[config.mk]
export PLATFORM = sky130hd
export DESIGN_NAME = clock_ctrl
export DESIGN_NICKNAME = d
export VERILOG_FILES = /design/src/rtl/clock_pkg.sv /design/src/rtl/digit_counter.sv /design/src/rtl/clock_ctrl.sv
export SDC_FILE = /design/constraint.sdc
export NUM_CORES = 1
export LEC_CHECK = 0
export ABC_AREA = 1
export ABC_CLOCK_PERIOD_IN_PS = 3660
export BUFFER_PORTS_ARGS = -buffer_cell sky130_fd_sc_hd__buf_4
export CAP_MARGIN = 20
export CORE_MARGIN = 2
export CORE_UTILIZATION = 60
export CTS_CLUSTER_SIZE = 24
export DETAILED_ROUTE_END_ITERATION = 10
export GPL_TIMING_DRIVEN = 0
export HOLD_SLACK_MARGIN = 0.1
export PLACE_DENSITY = 0.8
export SLEW_MARGIN = 20
export SYNTH_ARGS = -nofsm -noshare
export SYNTH_HDL_FRONTEND = slang
export SYNTH_SLANG_ARGS = --single-unit
[constraint.sdc]
create_clock -name clk -period 3.66 [get_ports clk]
set_input_delay 0.366 -clock clk [delete_from_list [all_inputs] [get_ports clk]]
set_output_delay 0.366 -clock clk [all_outputs]
set_load 0.05 [all_outputs]
[src/rtl/clock_pkg.sv]
// Shared definitions for the clock_ctrl slice: FSM states, mode encodings,
// digit moduli and a helper that turns the BCD hour digits into a binary value.
`timescale 1ns/1ps

package clock_pkg;

    localparam int DEC_MOD  = 10;
    localparam int TENS_MOD = 6;
    localparam int HOURS_24 = 24;
    localparam int HOURS_12 = 12;

    localparam logic [1:0] MODE_RUN      = 2'd0;
    localparam logic [1:0] MODE_SET_HOUR = 2'd1;
    localparam logic [1:0] MODE_SET_MIN  = 2'd2;

    typedef enum logic [1:0] {
        ST_RUN      = MODE_RUN,
        ST_SET_HOUR = MODE_SET_HOUR,
        ST_SET_MIN  = MODE_SET_MIN
    } state_t;

    function automatic logic [4:0] hour_value(input logic [1:0] tens, input logic [3:0] ones);
        return 5'(tens) * 5'(DEC_MOD) + 5'(ones);
    endfunction

endpackage

[src/rtl/digit_counter.sv]
// Single display digit: modulo-MOD counter with enable, synchronous clear to
// CLR_VAL and a carry-out that fires on the enabled wrap from MOD-1 to 0.
`timescale 1ns/1ps

module digit_counter #(
    parameter int               WIDTH   = 4,
    parameter int               MOD     = 10,
    parameter logic [WIDTH-1:0] RST_VAL = '0,
    parameter logic [WIDTH-1:0] CLR_VAL = '0
) (
    input  logic             clk,
    input  logic             rst,
    input  logic             i_en,
    input  logic             i_clr,
    output logic [WIDTH-1:0] o_q,
    output logic             o_carry
);

    localparam logic [WIDTH-1:0] LAST = WIDTH'(MOD - 1);

    logic [WIDTH-1:0] r_q;

    // NOTE: sequential state uses non-blocking assignments so every digit samples the pre-edge carries.
    always_ff @(posedge clk or negedge rst) begin
        if (!rst) begin
            r_q <= RST_VAL;
        end else if (i_clr) begin
            r_q <= CLR_VAL;
        end else if (i_en) begin
            r_q <= (r_q == LAST) ? '0 : r_q + WIDTH'(1);
        end
    end

    assign o_q     = r_q;
    assign o_carry = i_en && (r_q == LAST);

endmodule

[src/rtl/clock_ctrl.sv]
// HH:MM:SS BCD clock with RUN / SET_HOUR / SET_MIN modes and a set-mode blink strobe.
// Define CLOCK_CTRL_12H_EN for a 1..12 hour display that resets to 12:00:00.
`timescale 1ns/1ps

module clock_ctrl
    import clock_pkg::*;
#(
    parameter int BLINK_TICKS = 1
) (
    input  logic       clk,
    input  logic       rst,
    input  logic       tick_1hz,
    input  logic       btn_mode,
    input  logic       btn_inc,
    output logic [3:0] sec_ones,
    output logic [2:0] sec_tens,
    output logic [3:0] min_ones,
    output logic [2:0] min_tens,
    output logic [3:0] hour_ones,
    output logic [1:0] hour_tens,
    output logic [1:0] mode,
    output logic       blink
);

`ifdef CLOCK_CTRL_12H_EN
    localparam logic [4:0] HOUR_LAST      = 5'(HOURS_12);
    localparam int         HOUR_TENS_MOD  = HOURS_12 / DEC_MOD + 1;
    localparam logic [1:0] HOUR_TENS_INIT = 2'd1;
    localparam logic [3:0] HOUR_ONES_INIT = 4'd2;
    localparam logic [3:0] HOUR_ONES_WRAP = 4'd1;
`else
    localparam logic [4:0] HOUR_LAST      = 5'(HOURS_24 - 1);
    localparam int         HOUR_TENS_MOD  = (HOURS_24 - 1) / DEC_MOD + 1;
    localparam logic [1:0] HOUR_TENS_INIT = 2'd0;
    localparam logic [3:0] HOUR_ONES_INIT = 4'd0;
    localparam logic [3:0] HOUR_ONES_WRAP = 4'd0;
`endif

    localparam logic [3:0] BLINK_LAST = 4'(BLINK_TICKS - 1);

    state_t     r_state;
    logic       r_armed;
    logic       r_mode_d;
    logic       r_inc_d;
    logic       r_blink;
    logic [3:0] r_blink_cnt;

    logic w_run, w_set_hour, w_set_min;
    logic w_mode_edge, w_inc_edge;
    logic w_so_carry, w_st_carry, w_mo_carry, w_mt_carry, w_ho_carry, w_ht_carry;
    logic w_sec_en, w_sec_clr, w_min_en, w_hour_step, w_hour_wrap;

    // r_armed stays low for the first edge after reset so a button held through reset is not seen as a press.
    assign w_mode_edge = r_armed && btn_mode && !r_mode_d;
    assign w_inc_edge  = r_armed && btn_inc  && !r_inc_d;

    assign w_run      = (r_state == ST_RUN);
    assign w_set_hour = (r_state == ST_SET_HOUR);
    assign w_set_min  = (r_state == ST_SET_MIN);

    assign w_sec_en    = w_run && tick_1hz;
    assign w_sec_clr   = w_set_min && w_mode_edge;
    assign w_min_en    = (w_run && w_st_carry) || (w_set_min && w_inc_edge);
    assign w_hour_step = (w_run && w_mt_carry) || (w_set_hour && w_inc_edge);
    // The tens carry is unreachable with legal digits; folding it in keeps a corrupted hour recoverable.
    assign w_hour_wrap = (w_hour_step && (hour_value(hour_tens, hour_ones) == HOUR_LAST)) || w_ht_carry;

    digit_counter #(.WIDTH(4), .MOD(DEC_MOD)) u_sec_ones (
        .clk(clk), .rst(rst), .i_en(w_sec_en), .i_clr(w_sec_clr),
        .o_q(sec_ones), .o_carry(w_so_carry)
    );

    digit_counter #(.WIDTH(3), .MOD(TENS_MOD)) u_sec_tens (
        .clk(clk), .rst(rst), .i_en(w_so_carry), .i_clr(w_sec_clr),
        .o_q(sec_tens), .o_carry(w_st_carry)
    );

    digit_counter #(.WIDTH(4), .MOD(DEC_MOD)) u_min_ones (
        .clk(clk), .rst(rst), .i_en(w_min_en), .i_clr(1'b0),
        .o_q(min_ones), .o_carry(w_mo_carry)
    );

    digit_counter #(.WIDTH(3), .MOD(TENS_MOD)) u_min_tens (
        .clk(clk), .rst(rst), .i_en(w_mo_carry), .i_clr(1'b0),
        .o_q(min_tens), .o_carry(w_mt_carry)
    );

    digit_counter #(.WIDTH(4), .MOD(DEC_MOD), .RST_VAL(HOUR_ONES_INIT), .CLR_VAL(HOUR_ONES_WRAP)) u_hour_ones (
        .clk(clk), .rst(rst), .i_en(w_hour_step), .i_clr(w_hour_wrap),
        .o_q(hour_ones), .o_carry(w_ho_carry)
    );

    digit_counter #(.WIDTH(2), .MOD(HOUR_TENS_MOD), .RST_VAL(HOUR_TENS_INIT)) u_hour_tens (
        .clk(clk), .rst(rst), .i_en(w_ho_carry), .i_clr(w_hour_wrap),
        .o_q(hour_tens), .o_carry(w_ht_carry)
    );

    always_ff @(posedge clk or negedge rst) begin
        if (!rst) begin
            r_state     <= ST_RUN;
            r_armed     <= 1'b0;
            r_mode_d    <= 1'b0;
            r_inc_d     <= 1'b0;
            r_blink     <= 1'b0;
            r_blink_cnt <= '0;
        end else begin
            r_armed  <= 1'b1;
            r_mode_d <= btn_mode;
            r_inc_d  <= btn_inc;
            if (w_mode_edge) begin
                case (r_state)
                    ST_RUN:      r_state <= ST_SET_HOUR;
                    ST_SET_HOUR: r_state <= ST_SET_MIN;
                    default:     r_state <= ST_RUN;
                endcase
                r_blink     <= 1'b0;
                r_blink_cnt <= '0;
            end else if (w_run) begin
                r_blink     <= 1'b0;
                r_blink_cnt <= '0;
            end else if (tick_1hz) begin
                if (r_blink_cnt == BLINK_LAST) begin
                    r_blink_cnt <= '0;
                    r_blink     <= !r_blink;
                end else begin
                    r_blink_cnt <= r_blink_cnt + 4'd1;
                end
            end
        end
    end

    assign mode  = r_state;
    assign blink = r_blink;

endmodule
# ---- Yosys cells after proc, flatten, opt, wreduce, memory -nomap -nowiden
# Index checks and enable logic that the tools add are counted.
dict set report totals {
  regBits 30
  out_inout_bits 23
  ram_bits 0
  input_bits 5
  word_cells 85
  romBits 0
  memories 0
  latch_bits 0
}
dict set report classes {
  reduce_logical 32
  n_lt_le_gt_ge 0
  mux 23
  eq_ne 9
  multipliers 1
  div_mod_pow 0
  n_shift 0
  addsub 8
  n_bitwise 0
}
# cell n
set op_table {}
lappend op_table {{4-bit two-way mux} 11}
lappend op_table {{1-bit logical AND} 17}
lappend op_table {{4-bit by 1-bit adder with 4-bit output (second input constant)} 4}
lappend op_table {{4-bit equality test (second input constant)} 3}
lappend op_table {{3-bit two-way mux} 4}
lappend op_table {{2-bit nonzero test} 4}
lappend op_table {{3-bit by 1-bit adder with 3-bit output (second input constant)} 2}
lappend op_table {{3-bit equality test (second input constant)} 2}
lappend op_table {{2-bit two-way mux} 3}
lappend op_table {{3-bit nonzero test} 2}
lappend op_table {{5-bit by 4-bit adder with 5-bit output} 1}
lappend op_table {{5-bit equality test (second input constant)} 1}
lappend op_table {{2-bit equality test (second input constant)} 2}
lappend op_table {{4-bit zero test} 1}
lappend op_table {{2-bit by 3-bit multiplier with 4-bit output (second input constant)} 1}
lappend op_table {{1-bit two-way mux} 4}
lappend op_table {{2-bit one-hot mux with 2 select lines} 1}
lappend op_table {{1-bit zero test} 3}
lappend op_table {{1-bit logical OR} 3}
lappend op_table {{2-bit by 1-bit adder with 2-bit output (second input constant)} 1}
lappend op_table {{2-bit by 1-bit equality test with 1-bit output (second input constant)} 1}
lappend op_table {{2-bit zero test} 1}
lappend op_table {{2-bit AND reduction} 1}

# ---- Logic depth before layout (Yosys ltp)
# Gate-level depths: netlist of the first run.
dict set report depth {
  depth_word 14
  mapped_depth 12
  ltp_nobuf 12
}

# ---- Modules after synthesis
# Synthesis of the first run repeated with hierarchy kept, for this count alone.
dict set report hier_totals {
  hier_cells 266
  area_unflattened_um2 1899.3
}
# mod seq_area_each_um2 cells_per_inst area_per_inst_um2 n_inst
set modules_own_cells {}
lappend modules_own_cells {{digit_counter at u_hour_ones ...} 100.1 40 265.3 3}
lappend modules_own_cells {clock_ctrl 250.2 94 674.4 1}
lappend modules_own_cells {{digit_counter at u_min_tens ...} 75.1 19 163.9 2}
lappend modules_own_cells {{digit_counter at u_hour_tens} 50.0 14 101.3 1}

# ---- Least setup slack after synthesis of the first run
# No wires, ideal clock.
dict set report synth_timing {
  path_type {register to register}
  from {register u_hour_tens.r_q[0] (netlist: u_hour_tens.o_q[0])}
  to {register u_hour_tens.r_q[1] (netlist: u_hour_tens.o_q[1])}
  path_slack_ns 1.539
  stages_incl_launch_ff 11
  required_ns 3.541
  arrival_time_ns 2.002
  setup_time_ns 0.119
  synth_period_minus_slack_ns 2.121
  n_path_buf 0
  cell_sequence {dfrtp_1 -> ha_1 -> inv_1 -> fa_1 -> nand3b_1 -> nor2_1 -> nand3_1 -> nand2_1 -> inv_1 -> nand4_1 -> nand2_1}
}
dict set report synth_between {
  elab_chain_len 6
  word_cells_on_any_way 12
  cone_classes {add/sub: 2; mul: 1; eq/ne: 2; mux: 3; reduce/logical: 4}
}
# item line
set synth_lines {}
lappend synth_lines {{from (decl)} digit_counter.sv:21} ;# logic [WIDTH-1:0] r_q;
lappend synth_lines {{from (signal assigned)} digit_counter.sv:30} ;# r_q <= (r_q == LAST) ? '0 : r_q + WIDTH'(1);
lappend synth_lines {{2-bit by 3-bit multiplier with 4-bit output} clock_pkg.sv:23} ;# return 5'(tens) * 5'(DEC_MOD) + 5'(ones);
lappend synth_lines {{5-bit by 4-bit adder with 5-bit output} clock_pkg.sv:23}
lappend synth_lines {{5-bit equality test} clock_ctrl.sv:66} ;# assign w_hour_wrap = (w_hour_step && (hour_value(hour_tens, hour_ones) == HOUR_LAST)) || w_ht_carry;
lappend synth_lines {{1-bit logical AND} clock_ctrl.sv:66}
lappend synth_lines {{1-bit logical OR} clock_ctrl.sv:66}
lappend synth_lines {{2-bit two-way mux or 2-bit nonzero test (tied branches)} -}
# Parallel ways exist; a longest one is shown, timed or not. The select of a mux whose other input is x is not followed.
# A chain may end at the register's enable or synchronous reset.

# ---- Worst setup path after layout of the first run
dict set report layout_timing {
  from {register u_hour_ones.r_q[1] (netlist: u_hour_ones.o_q[1])}
  to {register u_hour_tens.r_q[1] (netlist: u_hour_tens.o_q[1])}
}
dict set report layout_between {
  elab_chain_len 5
  word_cells_on_any_way 9
  cone_classes {add/sub: 1; eq/ne: 2; mux: 1; reduce/logical: 5}
}
# item line
set layout_lines {}
lappend layout_lines {{from (decl)} digit_counter.sv:21}
lappend layout_lines {{from (signal assigned)} digit_counter.sv:30}
lappend layout_lines {{5-bit by 4-bit adder with 5-bit output or 4-bit equality test (tied branches)} {clock_pkg.sv:23, digit_counter.sv:35}}
lappend layout_lines {{5-bit equality test or 1-bit logical AND (tied branches)} {clock_ctrl.sv:66, digit_counter.sv:35}}
lappend layout_lines {{1-bit logical AND, on equally long branches} {clock_ctrl.sv:66, digit_counter.sv:35}}
lappend layout_lines {{1-bit logical OR} clock_ctrl.sv:66}
lappend layout_lines {{2-bit two-way mux or 2-bit nonzero test (tied branches)} -}
# Parallel ways exist; a longest one is shown, timed or not.

==> results of run 1 <==
what timing repair did:
item	CTS	global route
setup buffers	0	0
resized for setup	0	0
hold buffers	1	0
endpoints found under the hold margin	30	0
stage by stage:
stage / setup slack, ps / utilization / cell area, µm²
after global routing: 1530 / 0.733 / 2000
after global placement: 1760 / 0.711 / 1940
final: 1680 / 0.733 / 2000
after detailed placement: 1710 / 0.711 / 1940
after floorplan: 1540 / - / 1700
after CTS: 1690 / 0.733 / 2000
report_power, final:
part	switching (mW)	leakage, nW	internal, mW
registers	0.113	0.382	0.423
clock network	0.105	0.0302	0.0864
logic	0.551	0.587	0.232
synthesized netlist by cell type (all sizes together), types with 2 or more instances:
library cell	count
nor2	20
nor3	6
nand2	48
xor2	3
a21oi	11
ha	7
nand3	15
dfrtp	30
inv	32
o21ai	15
and3	2
nand4	5
kinds of logic after synthesis:
group                      Yosys count  synth area share
other                                1           0.00220
and+or+nand+nor                     99             0.310
muxes                                1           0.00588
xor gates and xnor gates             3            0.0154
adders and majority gates            8            0.0632
DFF                                 30             0.441
AOI/OAI and AO/OA                   28            0.0882
buffers and inverters               33            0.0735
layout make-up:
class,count,area (µm²)
clock buffers,6,51.3
fillers,208,729
inverters,33,125
multi-input cells,140,826
flip-flops and latches,30,751
well taps,31,38.8
repair buffers,28,213
flip-flops by register name (all words and copies together) (netlist names):
signal           cells
u_sec_ones.o_q       4
u_min_ones.o_q       4
r_armed              1
u_hour_ones.o_q      4
u_hour_tens.o_q      2
blink                1
r_mode_d             1
r_inc_d              1
mode                 2
u_min_tens.o_q       3
r_blink_cnt          4
u_sec_tens.o_q       3
path summary, 6_finish.rpt:
kind                                                 from                              to  slack, ps  depth (start not counted)
setup / recovery           u_hour_ones.o_q[1]$_DFFE_PN0P_  u_hour_tens.o_q[1]$_DFFE_PN0P_       1680                         10
hold / removal                                    btn_inc               r_inc_d$_DFF_PN0_        150                          1
setup reg to reg           u_hour_ones.o_q[1]$_DFFE_PN0P_  u_hour_tens.o_q[1]$_DFFE_PN0P_       1680                         10
hold reg to reg                         blink$_DFFE_PN0P_               blink$_DFFE_PN0P_        540                          2
max in group asynchronous                             rst   u_min_ones.o_q[1]$_DFFE_PN0N_       2870                          2
min in group asynchronous                             rst      r_blink_cnt[0]$_DFFE_PN0P_        500                          2
per-layer routing:
| metal | wire (µm) | track usage | vias to the layer above |
|---|---|---|---|
| met4 | 44 | 0.0897 | 0 |
| met3 | 136 | 0.0658 | 5 |
| li1 | - | - | 723 |
| met1 | 1450 | 0.280 | 688 |
| met5 | 0 | 0 | - |
| met2 | 1700 | 0.392 | 34 |
worst max-delay path, cell delays in order (launching register included):
cell and delay (ps):
dfrtp_1 450, ha_1 240, inv_1 70, fa_1 410
nand3b_1 170, nor2_1 110, nand3_1 100, nand2_1 70
inv_1 100, nand4_1 110, nand2_1 60
==> summary.txt, run 1 <==
Clock tree
  • Clk sinks: 30
  • Reg clk slew, reported paths: 90 ps
  • CTS buffer count: 5
  • Clk buf depth: 2
  • H-tree levels: 2
  • CTS tree: yes
  • CTS root buf: clkbuf_4
  • Worst skew pair latency: 320 ps

Layout
  • Final non-filler cell total: 268
  • Most common cell after layout, fill and taps aside: nand2_1
  • Final net count: 251
  • Ant. Diodes: 0
  • Layout cells sized above 1: 0.241
  • P&R area growth vs syn: 17.8%
  • Most frequent cells in the layout: 42 x nand2_1, 30 x dfrtp_1, 27 x buf_4

Floorplan
  • Die area: 3280 µm²
  • # IOs: 28
  • Die width: 57.3 µm
  • # rows: 19
  • Core area: 2730 µm²
  • Die height: 57.3 µm
  • Starting Density: 0.622

Setup path
  • Worst Path Required: 3870 ps
  • CP Class: flip-flop to flip-flop
  • Crit end category: flip-flop
  • Crit path DAT: 2190 ps
  • Crit Path Max Fanout: 5
  • Crit start category: flip-flop

Logic synthesis
  • Synthesized area: 1700 µm²
  • Post-synth cell types: 31
  • YS warnings: 0
  • Synth Net Count: 216
  • Synth top area share: 0.441
  • Main synth FF type: dfrtp_1
  • Mapped Cells: 203
  • Async S/R FF share, synth: 1.00
  • Seq cells post-synth: 30
  • Dominant cell type by area after synthesis: dfrtp_1
  • Number of synthesized flops with an enable pin: 0
  • Syn Area/Cell: 8.38 µm²
  • Top post-synthesis cells by area: dfrtp_1 44%, nand2_1 9.3%, inv_1 5.7%
  • Seq/Total Area, Yosys: 0.441

STA
  • Maximum clock rate: 504 MHz
  • Max-slew violations: 0
  • Setup TNS: 0 ps
  • Count of final setup violators: 0
  • RSZ-0062 raised after global routing: false
  • Clk_skew: 12.0 ps
  • Fin. Hold Viols: 0
  • Period utilization: 0.542
  • Min Tclk post-route: 1980 ps
  • Hold slack: 154 ps

Route
  • Via count: 1450
  • Drt pass-1 iters: 4
  • Drt drc: 0
  • Detailed Route WL: 3.34 mm
  • Wire length per cell: 12.4 µm
  • Via/cell ratio: 5.41
  • DR iter-0 viols: 70
  • Detail Route Antenna Nets: 0

Outcome
  • Status: completed

Power and ir drop
  • Peak supply drop: 753 µV
  • Static Leak: 1.00 nW
  • P per Cell Area: 753 nW/µm²
  • Total chip power: 1.51 mW

Global routing
  • Largest net degree at the start of global routing: 31
  • Vias in the first global route: 1381
  • Initial antenna violation count: 0
  • First-pass GRT wire length: 5.91 mm
  • Overflow after GRT: 0
  • Total GRT Usage: 0.232

Hold path
  • Worst min path class: primary input to flip-flop

Placement
  • Inst Count DP: 261
  • GPL Wtd Cong: 0.804
  • IO buf count: 27
  • Final HPWL DP: 2.46 mm

Run
  • Max-cap violations: 0
Note: power is estimated with default switching activity, not from simulation.
==> inputs of run 2 (changes only) <==
--- a/config.mk
+++ b/config.mk
@@ -6,16 +6,16 @@
 export NUM_CORES = 1
 export LEC_CHECK = 0
 export ABC_AREA = 1
-export ABC_CLOCK_PERIOD_IN_PS = 3660
+export ABC_CLOCK_PERIOD_IN_PS = 1900
 export BUFFER_PORTS_ARGS = -buffer_cell sky130_fd_sc_hd__buf_4
 export CAP_MARGIN = 20
 export CORE_MARGIN = 2
-export CORE_UTILIZATION = 60
+export CORE_UTILIZATION = 55
 export CTS_CLUSTER_SIZE = 24
 export DETAILED_ROUTE_END_ITERATION = 10
 export GPL_TIMING_DRIVEN = 0
 export HOLD_SLACK_MARGIN = 0.1
-export PLACE_DENSITY = 0.8
+export PLACE_DENSITY = 0.74
 export SLEW_MARGIN = 20
 export SYNTH_ARGS = -nofsm -noshare
 export SYNTH_HDL_FRONTEND = slang
==> constraint.sdc (replaced) <==
create_clock -name clk -period 1.9 [get_ports clk]
set_input_delay 0.19 -clock clk [delete_from_list [all_inputs] [get_ports clk]]
set_output_delay 0.19 -clock clk [all_outputs]
set_load 0.05 [all_outputs]
==> run 2 against run 1 <==
Clock power is 100% higher. Worst hold slack worse by 12 ps. Critical path depth is the same. Worst setup slack got worse by 1600 ps. Final cell count is 2.6% higher. Routed wire length up 0.57%. Count of clock-buffer cells in the layout rose by 1. Critical path type unchanged. Critical endpoint is now u_hour_tens.o_q[0]$_DFFE_PN0P_. Core utilization fell by 4.4 points. First-iteration DRC count up 80%. Sequential share of layout area down 0.91 points. Non-clock buffer count increased by 4. Via count fell by 0.21%.
==> summary.txt, run 2 (synthesis results as in run 1) <==
Global routing
  • Vias in the first global route: 1374
  • First-pass GRT wire length: 5.80 mm
  • Overflow after GRT: 0
  • Largest net degree at the start of global routing: 31
  • Total GRT Usage: 0.218
  • Initial antenna violation count: 0

Setup path
  • Critical Path Sink: u_hour_tens.o_q[0]$_DFFE_PN0P_
  • Crit end category: flip-flop
  • Crit path DAT: 2080 ps
  • FF-to-FF setup slack: 30 ps
  • Worst Path Required: 2110 ps
  • Crit. Startpoint: u_hour_ones.o_q[1]$_DFFE_PN0P_
  • CP Class: flip-flop to flip-flop
  • R2r endpoint: u_hour_tens.o_q[0]$_DFFE_PN0P_
  • Crit start category: flip-flop
  • R2r worst-path depth: 10
  • Worst reg2reg startpoint: u_hour_ones.o_q[1]$_DFFE_PN0P_
  • Crit Path Max Fanout: 4

STA
  • Clk_skew: 8.95 ps
  • RSZ-0062 raised after global routing: true
  • Min Tclk post-route: 1870 ps
  • Max-slew violations: 0
  • Post-route setup slack: 29.2 ps
  • Maximum clock rate: 535 MHz
  • Count of final setup violators: 0
  • Hold slack: 142 ps
  • Period utilization: 0.985
  • Setup TNS: 0 ps
  • Fin. Hold Viols: 0

Route
  • DR iter-0 viols: 126
  • DR top layer: met4
  • Via/cell ratio: 5.26
  • Wire length per cell: 12.2 µm
  • Met3 wire len: 139 µm
  • Detail Route Antenna Nets: 0
  • Drt drc: 0
  • Via count: 1447
  • Detailed Route WL: 3.36 mm
  • Met1 wire length: 1.47 mm
  • Drt pass-1 iters: 4
  • Met2 WL post-DR: 1.71 mm

Hold path
  • Hold Path Depth: 3
  • Worst min path class: primary input to flip-flop

Clock tree
  • Clk sinks: 30
  • Worst skew pair latency: 320 ps
  • Clk buf depth: 2
  • H-tree levels: 2
  • Reg clk slew, reported paths: 90 ps
  • CTS tree: yes
  • CTS root buf: clkbuf_4
  • CTS buffer count: 5

Power and ir drop
  • Peak supply drop: 752 µV
  • Static Leak: 1.01 nW
  • Power share of the combinational group: 0.521
  • P per Cell Area: 1430 nW/µm²
  • Switch share: 0.506
  • Psw: 1.50 mW
  • Clock power frac: 0.130
  • Total chip power: 2.96 mW
  • Sequential share of power: 0.349
  • Internal power: 1.46 mW

Layout
  • Final Core Density: 0.689
  • Most common cell after layout, fill and taps aside: nand2_1
  • Ant. Diodes: 0
  • Final Cell Area: 2070 µm²
  • Layout cells sized above 1: 0.277
  • Most frequent cells in the layout: 42 x nand2_1, 29 x buf_4, 26 x dfrtp_1
  • Final non-filler cell total: 275
  • Final net count: 255
  • P&R area growth vs syn: 21.5%

Placement
  • Final HPWL DP: 2.47 mm
  • GPL Wtd Cong: 0.793
  • Pre-CTS WS: 32.8 ps
  • IO buf count: 27
  • Post-DP Area: 1960 µm²
  • Inst Count DP: 263

Floorplan
  • Die height: 59.6 µm
  • Die area: 3550 µm²
  • Die width: 59.6 µm
  • Starting Density: 0.567
  • Core area: 3000 µm²
  • # IOs: 28
  • # rows: 20

Outcome
  • Status: completed

Run
  • Max-cap violations: 0
run 2: what timing repair did:
action | in CTS | in global routing
setup endpoints to repair | 3 | 5
hold buffers | 3 | 0
gates cloned | 0 | 0
buffers inserted | 2 | 0
pin swaps | 0 | 9
endpoints found under the hold margin | 32 | 0
gates resized for setup | 0 | 2
run 2: metal layers:
metal,track usage,vias up
met1,0.272,674
met5,0,-
met4,0.0667,0
met3,0.0590,6
met2,0.367,32
li1,-,735
run 2: area by class of cell:
class / instances / area [µm²]
inverters: 33 / 125
multi-input cells: 140 / 843
clock buffers: 7 / 55.1
flip-flops and latches: 30 / 756
well taps: 33 / 41.3
fillers: 245 / 935
repair buffers: 32 / 248
run 2: critical path, cell delays in order, from the launching register on:
cell      delay (ps)
dfrtp_2          410
ha_4             150
inv_2             40
fa_1             440
nand3b_1         170
nor2_1           120
nand3_1          100
nand2_1          110
inv_2             70
nand4_1           90
nand2_1           60
run 2: power groups by stage:
stage | Combinational, mW | Clock (mW) | Sequential, mW
CTS | 1.55 | 0.397 | 1.03
global placement | 1.47 | 0 | 1.04
detailed placement | 1.51 | 0 | 1.05
finish | 1.54 | 0.383 | 1.03
floorplan | 0.533 | 0 | 1.59
global route | 1.68 | 0.414 | 1.06
run 2: how the worst min path moves through the flow:
stage,startpoint,to,slack [ps]
after floorplan,rst,blink$_DFFE_PN0P_,-110
after CTS,tick_1hz,r_blink_cnt[0]$_DFFE_PN0P_,120
final,tick_1hz,r_blink_cnt[0]$_DFFE_PN0P_,140
after global routing,tick_1hz,r_blink_cnt[0]$_DFFE_PN0P_,130
after detailed placement,rst,u_sec_ones.o_q[3]$_DFFE_PN0P_,150
after global placement,rst,u_sec_ones.o_q[3]$_DFFE_PN0P_,130
==> inputs of run 3 (changes only) <==
--- a/config.mk
+++ b/config.mk
@@ -9,6 +9,7 @@
 export ABC_CLOCK_PERIOD_IN_PS = 1900
 export BUFFER_PORTS_ARGS = -buffer_cell sky130_fd_sc_hd__buf_4
 export CAP_MARGIN = 20
+export CORE_ASPECT_RATIO = 0.8
 export CORE_MARGIN = 2
 export CORE_UTILIZATION = 55
 export CTS_CLUSTER_SIZE = 24
==> constraint.sdc (replaced) <==
create_clock -name clk -period 1.9 [get_ports clk]
set_input_delay 0 -clock clk [delete_from_list [all_inputs] [get_ports clk]]
set_output_delay 0 -clock clk [all_outputs]
set_load 0.05 [all_outputs]
==> run 3 against run 2 <==
Largest power group unchanged. Clock power rose by 39%. Worst setup slack got worse by 9.1 ps. Critical path type unchanged. Routed wire length rose by 4.1%. Critical path depth did not move. Via count rose by 3.9%. Worst hold slack improved by 36 ps. Register-to-register slack barely moved. Maximum frequency fell by 0.48%. Flip-flop and latch count did not move. Sequential power barely moved. Largest cell class unchanged.
==> summary.txt, run 3 (synthesis results as in run 1) <==
Outcome
  • Status: completed

Hold path
  • Worst min path class: primary input to async pin

Route
  • Via/cell ratio: 5.26
  • Wire length per cell: 12.2 µm
  • Drt pass-1 iters: 4
  • DR iter-0 viols: 90
  • Detailed Route WL: 3.49 mm
  • Detail Route Antenna Nets: 0
  • Drt drc: 0
  • Via count: 1504

Setup path
  • Crit start category: flip-flop
  • Worst Path Required: 2070 ps
  • R2r endpoint: u_hour_tens.o_q[0]$_DFFE_PN0P_
  • CP Cell Sequence: ha_4 -> inv_2 -> fa_1 -> nand3b_1 -> nor2_1 -> nand3_1 -> nand2_2 -> inv_4 -> nand4_1 -> nand2_1
  • Top delay family on crit path: simple AND/OR/NAND/NOR gates
  • Crit path DAT: 2050 ps
  • Crit. Startpoint: u_hour_ones.o_q[1]$_DFFE_PN0P_
  • Crit Path Max Fanout: 4
  • FF-to-FF setup slack: 20 ps
  • Crit end category: flip-flop
  • Critical-path top delay cell: fa_1
  • CP Class: flip-flop to flip-flop
  • Worst Path Buf+Inv: 2
  • Worst reg2reg startpoint: u_hour_ones.o_q[1]$_DFFE_PN0P_
  • WP depth: 10
  • Critical Path Sink: u_hour_tens.o_q[0]$_DFFE_PN0P_
  • R2r worst-path depth: 10
  • Crit-path max cell delay: 450 ps

STA
  • Min Tclk post-route: 1880 ps
  • Period utilization: 0.989
  • Max-slew violations: 0
  • Fin. Hold Viols: 0
  • Hold slack: 178 ps
  • Count of final setup violators: 0
  • RSZ-0062 raised after global routing: true
  • Post-route setup slack: 20.1 ps
  • Maximum clock rate: 532 MHz
  • Clk_skew: 5.59 ps

Clock tree
  • H-tree levels: 2
  • Clk buf depth: 2
  • Clk sinks: 30
  • CTS root buf: clkbuf_8
  • CTS tree: yes
  • Reg clk slew, reported paths: 70 ps
  • Worst skew pair latency: 280 ps
  • CTS buffer count: 5

Layout
  • Most common cell after layout, fill and taps aside: nand2_1
  • Layout cells sized above 1: 0.285
  • Most frequent cells in the layout: 41 x nand2_1, 31 x buf_4, 26 x dfrtp_1
  • Final non-filler cell total: 286
  • Final net count: 258
  • P&R area growth vs syn: 25.7%
  • Ant. Diodes: 0

Global routing
  • Largest net degree at the start of global routing: 31
  • Initial antenna violation count: 0
  • Vias in the first global route: 1288
  • First-pass GRT wire length: 5.60 mm
  • Total GRT Usage: 0.217
  • Overflow after GRT: 0

Floorplan
  • # rows: 18
  • Die width: 66.2 µm
  • Die height: 53.8 µm
  • Core area: 3020 µm²
  • # IOs: 28
  • Die area: 3560 µm²
  • Starting Density: 0.564

Placement
  • Inst Count DP: 270
  • IO buf count: 27
  • Pre-CTS WS: 27.0 ps
  • Final HPWL DP: 2.52 mm
  • GPL Wtd Cong: 0.776

Power and ir drop
  • Total chip power: 3.14 mW
  • Static Leak: 1.04 nW
  • P per Cell Area: 1470 nW/µm²
  • Peak supply drop: 714 µV

Run
  • Max-cap violations: 0
## run 3: power breakdown
part / internal, mW / switching (mW)
registers: 0.820 / 0.221
logic: 0.481 / 1.08
clock network: 0.292 / 0.240
## run 3: what timing repair did
action	in CTS	in global routing
gates resized for setup	0	3
setup endpoints to repair	0	5
setup buffers	0	4
hold endpoints to repair	35	0
hold buffers	4	0
## run 3: cell type report
type                            instances  area (µm²)
Clock buffer                            7        86.3
Clock inverter                          1        5.00
Fill cell                             233         880
Inverter                               33         128
Multi-Input combinational cell        140         841
Sequential cell                        30         756
Tap cell                               40        50.0
Timing Repair Buffer                   35         273
## run 3: how the worst min path moves through the flow
stage | from | cells after the start | to
3_3_place_gp | rst | 1 | u_sec_tens.o_q[0]$_DFFE_PN0P_
2_1_floorplan | rst | 0 | blink$_DFFE_PN0P_
6_report | rst | 2 | u_min_ones.o_q[0]$_DFFE_PN0N_
4_1_cts | rst | 2 | u_min_ones.o_q[0]$_DFFE_PN0N_
5_1_grt | rst | 2 | u_min_ones.o_q[0]$_DFFE_PN0N_
3_5_place_dp | rst | 1 | u_sec_ones.o_q[3]$_DFFE_PN0P_
## run 3: metrics by stage
stage                     setup TNS, ps   util  area (µm²)
after floorplan                       0      -        1720
after global placement                0  0.653        1970
after detailed placement              0  0.653        1970
after CTS                             0  0.697        2100
after global routing               -639  0.709        2140
final                                 0  0.709        2140
## run 3: routing by layer
metal  wire (µm)  vias up  track usage
met5           0        -            0
met4          49        0       0.0714
met3         154        7       0.0983
met2        1690       39        0.350
met1        1600      720        0.261
li1            -      738            -
